===== src/rtl/iter_alu.sv =====
// ---------------------------------------------------------------------------
// iter_alu: multi-cycle execute-stage ALU with NZCV flags.
//
// Simple ops (0-9) finish one cycle after accept. MUL/MULHU use a WIDTH-step
// shift-add; DIV/DIVU/REM/REMU use a WIDTH-step restoring divide on operand
// magnitudes with a sign fix-up on the final step.
//
// Handshake: a request transfers on the rising edge where in_valid and
// in_ready are both high; a result transfers on the rising edge where
// out_valid and out_ready are both high. flush aborts anything in flight.
//
// Ports:
//   clk, rst_n        clock, asynchronous active-low reset
//   flush             synchronous abort, priority over both handshakes
//   in_valid/in_ready request handshake (in_ready high only in IDLE)
//   op, a, b          operation code and operands
//   out_valid/out_ready result handshake
//   result, flags     registered result and {N,Z,C,V}
//   o_dbg_state       current FSM state (0 IDLE, 1 BUSY, 2 DONE)
// ---------------------------------------------------------------------------
module iter_alu #(
    parameter int WIDTH = 32
) (
    input  logic             clk,
    input  logic             rst_n,
    input  logic             flush,
    input  logic             in_valid,
    output logic             in_ready,
    input  logic [3:0]       op,
    input  logic [WIDTH-1:0] a,
    input  logic [WIDTH-1:0] b,
    output logic             out_valid,
    input  logic             out_ready,
    output logic [WIDTH-1:0] result,
    output logic [3:0]       flags,
    output logic [1:0]       o_dbg_state
);

    localparam int SHW = $clog2(WIDTH);
    localparam int M   = WIDTH - 1;

    typedef enum logic [1:0] {
        S_IDLE = 2'd0,
        S_BUSY = 2'd1,
        S_DONE = 2'd2
    } state_t;

    state_t           r_state, w_state_nx;
    logic [3:0]       r_op;
    logic             r_a_neg, r_b_neg, r_b_zero;
    logic [WIDTH-1:0] r_hi, r_lo, r_dvs;
    logic [SHW-1:0]   r_cnt;
    logic [WIDTH-1:0] r_result;
    logic [3:0]       r_flags;

    logic             w_accept, w_last;
    logic [WIDTH:0]   w_sum, w_dif;
    logic [SHW-1:0]   w_shamt;
    logic [WIDTH-1:0] w_fast_res;
    logic             w_fast_c, w_fast_v;
    logic             w_div_signed, w_a_neg, w_b_neg;
    logic [WIDTH-1:0] w_a_mag, w_b_mag;
    logic             w_is_mul;
    logic [WIDTH:0]   w_mul_sum, w_rem_sh, w_rem_dif;
    logic [WIDTH-1:0] w_hi_nx, w_lo_nx, w_slow_res;

    assign in_ready    = (r_state == S_IDLE);
    assign out_valid   = (r_state == S_DONE);
    assign result      = r_result;
    assign flags       = r_flags;
    assign o_dbg_state = r_state;

    assign w_accept = (r_state == S_IDLE) && in_valid && !flush;
    assign w_last   = (r_state == S_BUSY) && (r_cnt == SHW'(WIDTH - 1)) && !flush;

    // Single-cycle datapath, evaluated on the live inputs at accept.
    // SUB is a + ~b + 1 so the carry-out is the "no borrow" flag directly.
    always_comb begin
        w_sum      = {1'b0, a} + {1'b0, b};
        w_dif      = {1'b0, a} + {1'b0, ~b} + {{WIDTH{1'b0}}, 1'b1};
        w_shamt    = b[SHW-1:0];
        w_fast_res = '0;
        w_fast_c   = 1'b0;
        w_fast_v   = 1'b0;
        case (op)
            4'd0: begin
                w_fast_res = w_sum[M:0];
                w_fast_c   = w_sum[WIDTH];
                w_fast_v   = (a[M] == b[M]) && (w_sum[M] != a[M]);
            end
            4'd1: begin
                w_fast_res = w_dif[M:0];
                w_fast_c   = w_dif[WIDTH];
                w_fast_v   = (a[M] != b[M]) && (w_dif[M] != a[M]);
            end
            4'd2:    w_fast_res = a & b;
            4'd3:    w_fast_res = a | b;
            4'd4:    w_fast_res = a ^ b;
            4'd5:    w_fast_res = {{(WIDTH-1){1'b0}}, ($signed(a) < $signed(b))};
            4'd6:    w_fast_res = {{(WIDTH-1){1'b0}}, (a < b)};
            4'd7:    w_fast_res = a << w_shamt;
            4'd8:    w_fast_res = a >> w_shamt;
            4'd9:    w_fast_res = $unsigned($signed(a) >>> w_shamt);
            default: w_fast_res = '0;
        endcase
    end

    // Operand magnitudes for signed divide (most-negative maps to 2^(W-1)).
    assign w_div_signed = (op == 4'd12) || (op == 4'd14);
    assign w_a_neg      = w_div_signed && a[M];
    assign w_b_neg      = w_div_signed && b[M];
    assign w_a_mag      = w_a_neg ? (~a + 1'b1) : a;
    assign w_b_mag      = w_b_neg ? (~b + 1'b1) : b;

    // One iteration step. Multiply: {r_hi,r_lo} shifts right while the
    // multiplier in r_lo is consumed LSB first. Divide: remainder in r_hi,
    // dividend shifts out of r_lo MSB first while quotient bits shift in.
    // A zero divisor naturally yields quotient all-ones, remainder |a|.
    always_comb begin
        w_is_mul  = (r_op[3:1] == 3'b101);
        w_mul_sum = {1'b0, r_hi} + (r_lo[0] ? {1'b0, r_dvs} : '0);
        w_rem_sh  = {r_hi, r_lo[M]};
        w_rem_dif = w_rem_sh - {1'b0, r_dvs};
        if (w_is_mul) begin
            w_hi_nx = w_mul_sum[WIDTH:1];
            w_lo_nx = {w_mul_sum[0], r_lo[M:1]};
        end else begin
            w_hi_nx = w_rem_dif[WIDTH] ? w_rem_sh[M:0] : w_rem_dif[M:0];
            w_lo_nx = {r_lo[M-1:0], ~w_rem_dif[WIDTH]};
        end
        case (r_op)
            4'd10:   w_slow_res = w_lo_nx;
            4'd11:   w_slow_res = w_hi_nx;
            4'd12:   w_slow_res = ((r_a_neg ^ r_b_neg) && !r_b_zero) ? (~w_lo_nx + 1'b1) : w_lo_nx;
            4'd13:   w_slow_res = w_lo_nx;
            4'd14:   w_slow_res = r_a_neg ? (~w_hi_nx + 1'b1) : w_hi_nx;
            4'd15:   w_slow_res = w_hi_nx;
            default: w_slow_res = '0;
        endcase
    end

    // FSM: state register
    always_ff @(posedge clk or negedge rst_n) begin
        if (!rst_n) r_state <= S_IDLE;
        else        r_state <= w_state_nx;
    end

    // FSM: next state
    always_comb begin
        w_state_nx = r_state;
        case (r_state)
            S_IDLE:  if (in_valid) w_state_nx = (op >= 4'd10) ? S_BUSY : S_DONE;
            S_BUSY:  if (r_cnt == SHW'(WIDTH - 1)) w_state_nx = S_DONE;
            S_DONE:  if (out_ready) w_state_nx = S_IDLE;
            default: w_state_nx = S_IDLE;
        endcase
        if (flush) w_state_nx = S_IDLE;
    end

    // Datapath registers
    always_ff @(posedge clk or negedge rst_n) begin
        if (!rst_n) begin
            r_op     <= '0;
            r_a_neg  <= 1'b0;
            r_b_neg  <= 1'b0;
            r_b_zero <= 1'b0;
            r_hi     <= '0;
            r_lo     <= '0;
            r_dvs    <= '0;
            r_cnt    <= '0;
            r_result <= '0;
            r_flags  <= '0;
        end else if (w_accept) begin
            r_op     <= op;
            r_a_neg  <= w_a_neg;
            r_b_neg  <= w_b_neg;
            r_b_zero <= (b == '0);
            r_hi     <= '0;
            r_cnt    <= '0;
            if (op[3:1] == 3'b101) begin
                r_lo  <= b;
                r_dvs <= a;
            end else begin
                r_lo  <= w_a_mag;
                r_dvs <= w_b_mag;
            end
            if (op < 4'd10) begin
                r_result <= w_fast_res;
                r_flags  <= {w_fast_res[M], (w_fast_res == '0), w_fast_c, w_fast_v};
            end
        end else if ((r_state == S_BUSY) && !flush) begin
            r_hi  <= w_hi_nx;
            r_lo  <= w_lo_nx;
            r_cnt <= r_cnt + 1'b1;
            if (w_last) begin
                r_result <= w_slow_res;
                r_flags  <= {w_slow_res[M], (w_slow_res == '0), 2'b00};
            end
        end
    end

endmodule


===== config.mk =====
export PLATFORM = sky130hd
export DESIGN_NAME = iter_alu
export DESIGN_NICKNAME = d
export VERILOG_FILES = /design/src/rtl/iter_alu.sv
export SDC_FILE = /design/constraint.sdc
export NUM_CORES = 1
export LEC_CHECK = 0
export BUFFER_PORTS_ARGS = -buffer_cell sky130_fd_sc_hd__buf_4
export CORE_ASPECT_RATIO = 0.7
export CORE_MARGIN = 8
export CORE_UTILIZATION = 35
export DETAILED_ROUTE_END_ITERATION = 10
export MAX_ROUTING_LAYER = met4
export SLEW_MARGIN = 10
export SYNTH_ARGS = -nofsm -noshare
export SYNTH_HDL_FRONTEND = slang
export SYNTH_SLANG_ARGS = --single-unit

===== constraint.sdc =====
create_clock -name clk -period 6.7 [get_ports clk]
set_input_delay 1.34 -clock clk [delete_from_list [all_inputs] [get_ports clk]]
set_output_delay 1.34 -clock clk [all_outputs]
set_load 0.05 [all_outputs]

==> impl_metrics.yaml, run 1 <==
clock_tree:
  cts_hold_buf: 0
  cts_buffers: 17
  post-cts-setup-buffers: 0
  clkSinkCount: 145
  clk_pin_slew_worst_paths_ns: 0.07
  tritoncts: "yes"
  clock_path_buffers: 2
  htreeDepth: 4
  clk_latency_ns: 0.47
  cts-resized-gates: 0
  root_buffer: "clkbuf_16"
floorplan:
  ios: 113
  start_util_pct: 35.2
  die_x_um: 329
  dieArea_um2: 77200
  std_cell_rows: 80
  core_area_um2: 68000
  die_y_um: 235
final_layout:
  fin_nets: 3527
  instances_no_fill: 4202
  area_delta_synth_final_pct: 12.3
  fillers: 7212
  finalInstanceArea_um2: 26900
  drive_gt1_share_pct: 14.1
  seq_area_um2: 3630
  multi_input_area_um2: 18800
outcome:
  status: "finished, final reports clean"
grt:
  track_usage_pct: 29.7
  antenna_found_initial: 6
  grt_max_degree: 109
  gr-total-overflow: 0
  grt_pass1_vias: 24612
  grt_pass1_wl_um: 171000
logic_synthesis:
  synth.area.top_cells: "dfrtp_1 (15%), ha_1 (8.7%), mux4_2 (5.4%)"
  ys_async_sr_fraction_pct: 100
  yosysTopAreaCell: "dfrtp_1"
  synth_edf_count: 0
  seq_area_frac_synth_pct: 15.1
  netlist_area_um2: 24000
  synth_cells: 3228
  synth_cell_type_count: 111
  synthTopCellsByCount: "nor2_1 (315), nand2_1 (306), a21oi_1 (251)"
  syn_avg_cell_area_um2: 7.42
  ys_warn_count: 0
  synthFlopType: "dfrtp_1"
  synth_top_area_share_pct: 15.1
  yosysMostFrequentCell: "nor2_1"
  syn-num-nets: 3472
  synth_seq_cells: 145
sta:
  setup_violations: 0
  finalMaxSlewViolations: 0
  hold_viol_final: 0
  rsz0062_at_grt: "no"
  fin_tns_setup_ns: 0
  slew-limit-headroom_pct: 27.5
  fmax_mhz: 156
  fin_crit_sh_pct: 95.5
  fin_worst_skew_ns: 0.0152
  period_needed_ns: 6.40
  tightestPinTransition_ns: 1.08
critical_path:
  crit_fanout: 7
  r2r_cells: 26
  crit_buf_inv: 5
  crit_cells: 26
  critPathLaunchType: "flip-flop"
  cp_common_cell: "buf_4"
  cp.arrival_ns: 6.80
  critPathCaptureType: "flip-flop"
  slowest_stage: "dfrtp_1"
  critical_path_class: "flip-flop to flip-flop"
  cpPeakStageDelay_ns: 0.54
  critPathTopFamily: "compound AO/OA/AOI/OAI gates"
  crit_required_ns: 7.10
place:
  postPlaceCellArea_um2: 26300
  dp.cells: 4166
  numPortBuffers: 112
  dpl.hpwl_um: 94500
  gp_congestion: 1.03
power:
  p_seq_share_pct: 23.1
  power_frac_comb_pct: 59.2
  switching_share_pct: 50.8
  power.total_mw: 5.47
  p_per_area_nw_per_um2: 203
  intPower_mw: 2.69
  p_leak_nw: 11.5
  pwr-share-clk_pct: 17.7
  ir_drop_mv: 0.179
  switchingPower_mw: 2.78
worst_hold_path:
  hp-class: "flip-flop to flip-flop"
  worstHoldPathCells: 2
drt:
  drc_errors: 0
  drt-initial-drc-count: 4241
  ant_nets: 0
  routedWlPerCell_um: 27.9
  wl_um: 117000
  vias: 27689
  firstDrtPassIters: 8
  via_per_inst: 6.59
job:
  maxCapViolations: 0
power groups by stage:
stage	Clock, mW	Sequential, mW	Combinational, mW
after floorplan	0	1.38	1.83
after global placement	0	1.26	3.12
after detailed placement	0	1.26	3.12
after CTS	0.972	1.24	3.13
after global routing	1.02	1.28	3.45
final	0.967	1.26	3.24
area by class of cell:
type                            count  area share, %
Tap cell                          902           4.19
Inverter                          159           2.22
Clock inverter                     13          0.470
Antenna cell                        4         0.0372
Multi-Input combinational cell   2680           69.9
Sequential cell                   145           13.5
Timing Repair Buffer              280           8.10
Clock buffer                       19           1.65
cell families (layout without fill, tap and decap cells):
kind of cell,count (synthesis),count (layout),synth area share (%)
other,0,4,0
AND/OR/NAND/NOR,1068,1068,21.5
XOR/XNOR,120,120,4.39
adder cells (fa/ha/maj),171,171,9.06
buffers and inverters,403,471,6.71
multiplexers,154,154,9.87
AO/OA/AOI/OAI,1167,1167,33.4
flip-flops,145,145,15.1
path summary, 6_finish.rpt:
| path | slack [ns] | end | start |
|---|---|---|---|
| worst max-delay path | 0.30 | flags[2] | r_lo[31] |
| worst min-delay path | 0.49 | result[30] | result[30] |
| worst max register to register | 0.30 | flags[2] | r_lo[31] |
| worst min register to register | 0.49 | result[30] | result[30] |
| max in group asynchronous | 4.82 | r_dvs[8] | rst_n |
| min in group asynchronous | 0.72 | o_dbg_state[1] | rst_n |
registers in the layout, summed over array words and instances, names as in the netlist:
register / flops
r_b_zero: 1
r_lo: 32
r_a_neg: 1
r_dvs: 32
r_hi: 32
r_op: 4
r_cnt: 5
o_dbg_state: 2
result: 32
r_b_neg: 1
flags: 3
metal layers:
layer,wire length (um),global-route usage [%],vias to the layer above,share of wire [%]
met5,0,-,-,0
met4,2370,5.62,0,2.0
met3,18600,12.9,135,16
met2,41300,34.5,1887,35
met1,54900,45.5,13360,47
li1,-,-,12307,-
worst register-to-register path, stage by stage, from the launching register on:
cell and delay [ns]:
dfrtp_1 0.54, inv_1 0.13, ha_1 0.17, inv_1 0.05
fa_1 0.41, a211oi_1 0.41, o21a_4 0.26, nor2_2 0.09
o2111ai_4 0.28, and4_1 0.38, buf_4 0.21, nor3_4 0.06
mux2i_1 0.24, nor2_1 0.06, a21oi_1 0.21, ha_1 0.22
and3_1 0.19, nand3_1 0.21, buf_4 0.26, o311ai_0 0.31
o41ai_1 0.15, a21oi_1 0.35, nand4_1 0.24, nor4_1 0.36
buf_4 0.19, nand4_1 0.20, o21ai_2 0.16
placed cells by master, fill, tap and decap left out, types with 70 or more instances in the layout:
master and count:
mux2i_1 70, inv_1 157, ha_1 167, buf_4 273
a21oi_1 250, o21ai_0 235, xnor2_1 94, nand2_1 304
nor3_1 79, nor2_1 314, o211ai_1 77, dfrtp_1 145
stage by stage:
step	setup WS (ns)	hold slack, ns	util [%]
global placement	0.101	0.470	38.7
global route	0.0105	0.515	39.6
finish	0.299	0.485	39.6
CTS	0.398	0.491	39.6
detailed placement	0.181	0.475	38.7
floorplan	0.113	0.457	-
Note: power is estimated with default switching activity, not from simulation.
==> run 2, diff against run 1 <==
CELL_PAD_IN_SITES_DETAIL_PLACEMENT = 1   (was default)
CELL_PAD_IN_SITES_GLOBAL_PLACEMENT = 1   (was default)
PLACE_DENSITY_LB_ADDON = 0.1   (was default)
==> run 2 against run 1 <==
Compared with the run above:
- critical path depth is 7 lower
- core utilization hardly changed
- combinational power rose by 4%
- critical endpoint unchanged
- die area is the same
- largest power group unchanged
- flip-flop and latch count unchanged
- sequential share of layout area about the same
- via count grew 1.6%
- sequential power hardly changed
- count of clock-buffer cells in the layout did not move
==> impl_metrics.yaml, run 2 (synthesis results as in run 1) <==
outcome:
  status: "finished, final reports clean"
clock_tree:
  tritoncts: "yes"
  clk_pin_slew_worst_paths_ns: 0.07
  post-cts-setup-buffers: 0
  clock_path_buffers: 2
  htreeDepth: 4
  clkSinkCount: 145
  cts_buffers: 17
  clk_latency_ns: 0.48
  root_buffer: "clkbuf_16"
place:
  dpl.hpwl_um: 108000
  numPortBuffers: 112
  postPlaceCellArea_um2: 26300
  gp_congestion: 1.01
drt:
  drt-initial-drc-count: 3136
  vias: 28127
  drc_errors: 0
  ant_nets: 0
  via_per_inst: 6.69
  wl_um: 134000
  firstDrtPassIters: 6
  routedWlPerCell_um: 31.9
power:
  p_per_area_nw_per_um2: 210
  power_frac_comb_pct: 59.5
  p_leak_nw: 11.5
  intPower_mw: 2.72
  switching_share_pct: 51.8
  power.total_mw: 5.64
  ir_drop_mv: 0.186
  switchingPower_mw: 2.92
  p_seq_share_pct: 22.3
  pwr-share-clk_pct: 18.2
sta:
  setup_violations: 0
  fin_crit_sh_pct: 96.9
  hold_viol_final: 0
  fin_worst_skew_ns: 0.0158
  fmax_mhz: 154
  slew-limit-headroom_pct: 14.2
  finalMaxSlewViolations: 0
  period_needed_ns: 6.49
  rsz0062_at_grt: "no"
  tightestPinTransition_ns: 1.28
  holdWs_ns: 0.505
worst_hold_path:
  hp-class: "flip-flop to flip-flop"
  worstHoldPathCells: 2
grt:
  antenna_found_initial: 5
  grt_pass1_vias: 27928
  track_usage_pct: 34.5
  grt_max_degree: 90
  gr-total-overflow: 0
  grt_pass1_wl_um: 197000
critical_path:
  crit_required_ns: 7.10
  critPathCaptureType: "flip-flop"
  critical_path_class: "flip-flop to flip-flop"
  path_cells: "ha_1 -> nand2_1 -> nor2_1 -> nand2_1 -> o21a_1 -> a21oi_2 -> nor3_4 -> buf_4 -> o311ai_2 -> buf_4 -> nand3_1 -> buf_4 -> o311a_1 -> nor4_1 -> nand4_1 -> nor4_2 -> buf_4 -> nand4_1 -> o21ai_2"
  critPathLaunchType: "flip-flop"
  cpPeakStageDelay_ns: 0.95
  slowest_stage: "nor4_1"
  cp_common_cell: "buf_4"
  cp.arrival_ns: 6.89
  r2r_cells: 19
  crit_fanout: 14
floorplan:
  die_x_um: 329
  dieArea_um2: 77200
  die_y_um: 235
  ios: 113
  start_util_pct: 35.2
  std_cell_rows: 80
  core_area_um2: 68000
final_layout:
  mostFrequentLayoutCells: "nor2_1 (314), nand2_1 (304), buf_4 (278)"
  area_delta_synth_final_pct: 12.4
  fillers: 8326
  finalInstanceArea_um2: 26900
  final_core_util_pct: 39.6
  drive_gt1_share_pct: 14.3
  final_common_cell: "nor2_1"
  fin_nets: 3529
job:
  maxCapViolations: 0
-- run 2: cell types whose count changed in the layout (fill, tap and decap cells not counted), sizes merged --
| cell | change |
|---|---|
| clkinv | -3 |
| clkinvlp | +3 |
| buf | +2 |
| bufinv | +1 |
| inv | -1 |
-- run 2: repair_timing --
item,4_1_cts,5_1_grt
hold endpoints to repair,0,0
hold buffers,0,0
pin swaps,0,1
gates resized for setup,1,7
setup endpoints to repair,1,2
-- run 2: final timing paths --
path	from	to	slack, ns
worst min register to register	result[30]	result[30]	0.51
worst max-delay path	r_hi[24]	flags[2]	0.21
worst min-delay path	result[30]	result[30]	0.51
max in group asynchronous	rst_n	r_lo[0]	4.68
worst max register to register	r_hi[24]	flags[2]	0.21
min in group asynchronous	rst_n	r_dvs[27]	0.77
-- run 2: metrics by stage --
stage | setup slack (ns) | std cells | TNS, ns
finish | 0.210 | 4204 | 0
global route | 0.00320 | 4203 | 0
CTS | 0.104 | 4200 | 0
detailed placement | -0.0805 | 4168 | -0.0805
global placement | 0.128 | 4168 | 0
floorplan | 0.113 | 3228 | 0
-- run 2: power groups by stage --
stage          combinational [mW]  clock [mW]  sequential [mW]
2_1_floorplan                1.83           0             1.38
3_3_place_gp                 3.19           0             1.25
3_5_place_dp                 3.24           0             1.26
4_1_cts                      3.26        1.03             1.25
5_1_grt                      3.57        1.07             1.27
6_report                     3.36        1.03             1.26
-- run 2: worst max-delay path, delay by kind of cell (launching register included) --
| family | cells | cell delay [ns] |
|---|---|---|
| buf+inv | 4 | 0.86 |
| simple gates | 9 | 2.92 |
| compound gates | 5 | 1.71 |
| fa+ha+maj | 1 | 0.46 |
| flops | 1 | 0.44 |
-- run 2: final cells by class --
cell class	instances	area (um2)	area share, %
inverters	159	597	2.22
multi-input cells	2680	18800	69.9
clock buffers	19	433	1.61
repair buffers	282	2160	8.01
flip-flops and latches	145	3630	13.5
well taps	902	1130	4.19
diodes	4	10.0	0.0372
clock inverters	13	149	0.553
-- run 2: per-layer routing --
metal / vias to the layer above / global-route usage (%) / part of all wire, % / wire (um)
met4: 0 / 6.13 / 1.8 / 2470
li1: 12289 / - / - / -
met1: 14278 / 52.7 / 49 / 66100
met2: 1435 / 44.9 / 38 / 51700
met5: - / - / 0 / 0
met3: 125 / 8.83 / 10 / 14000
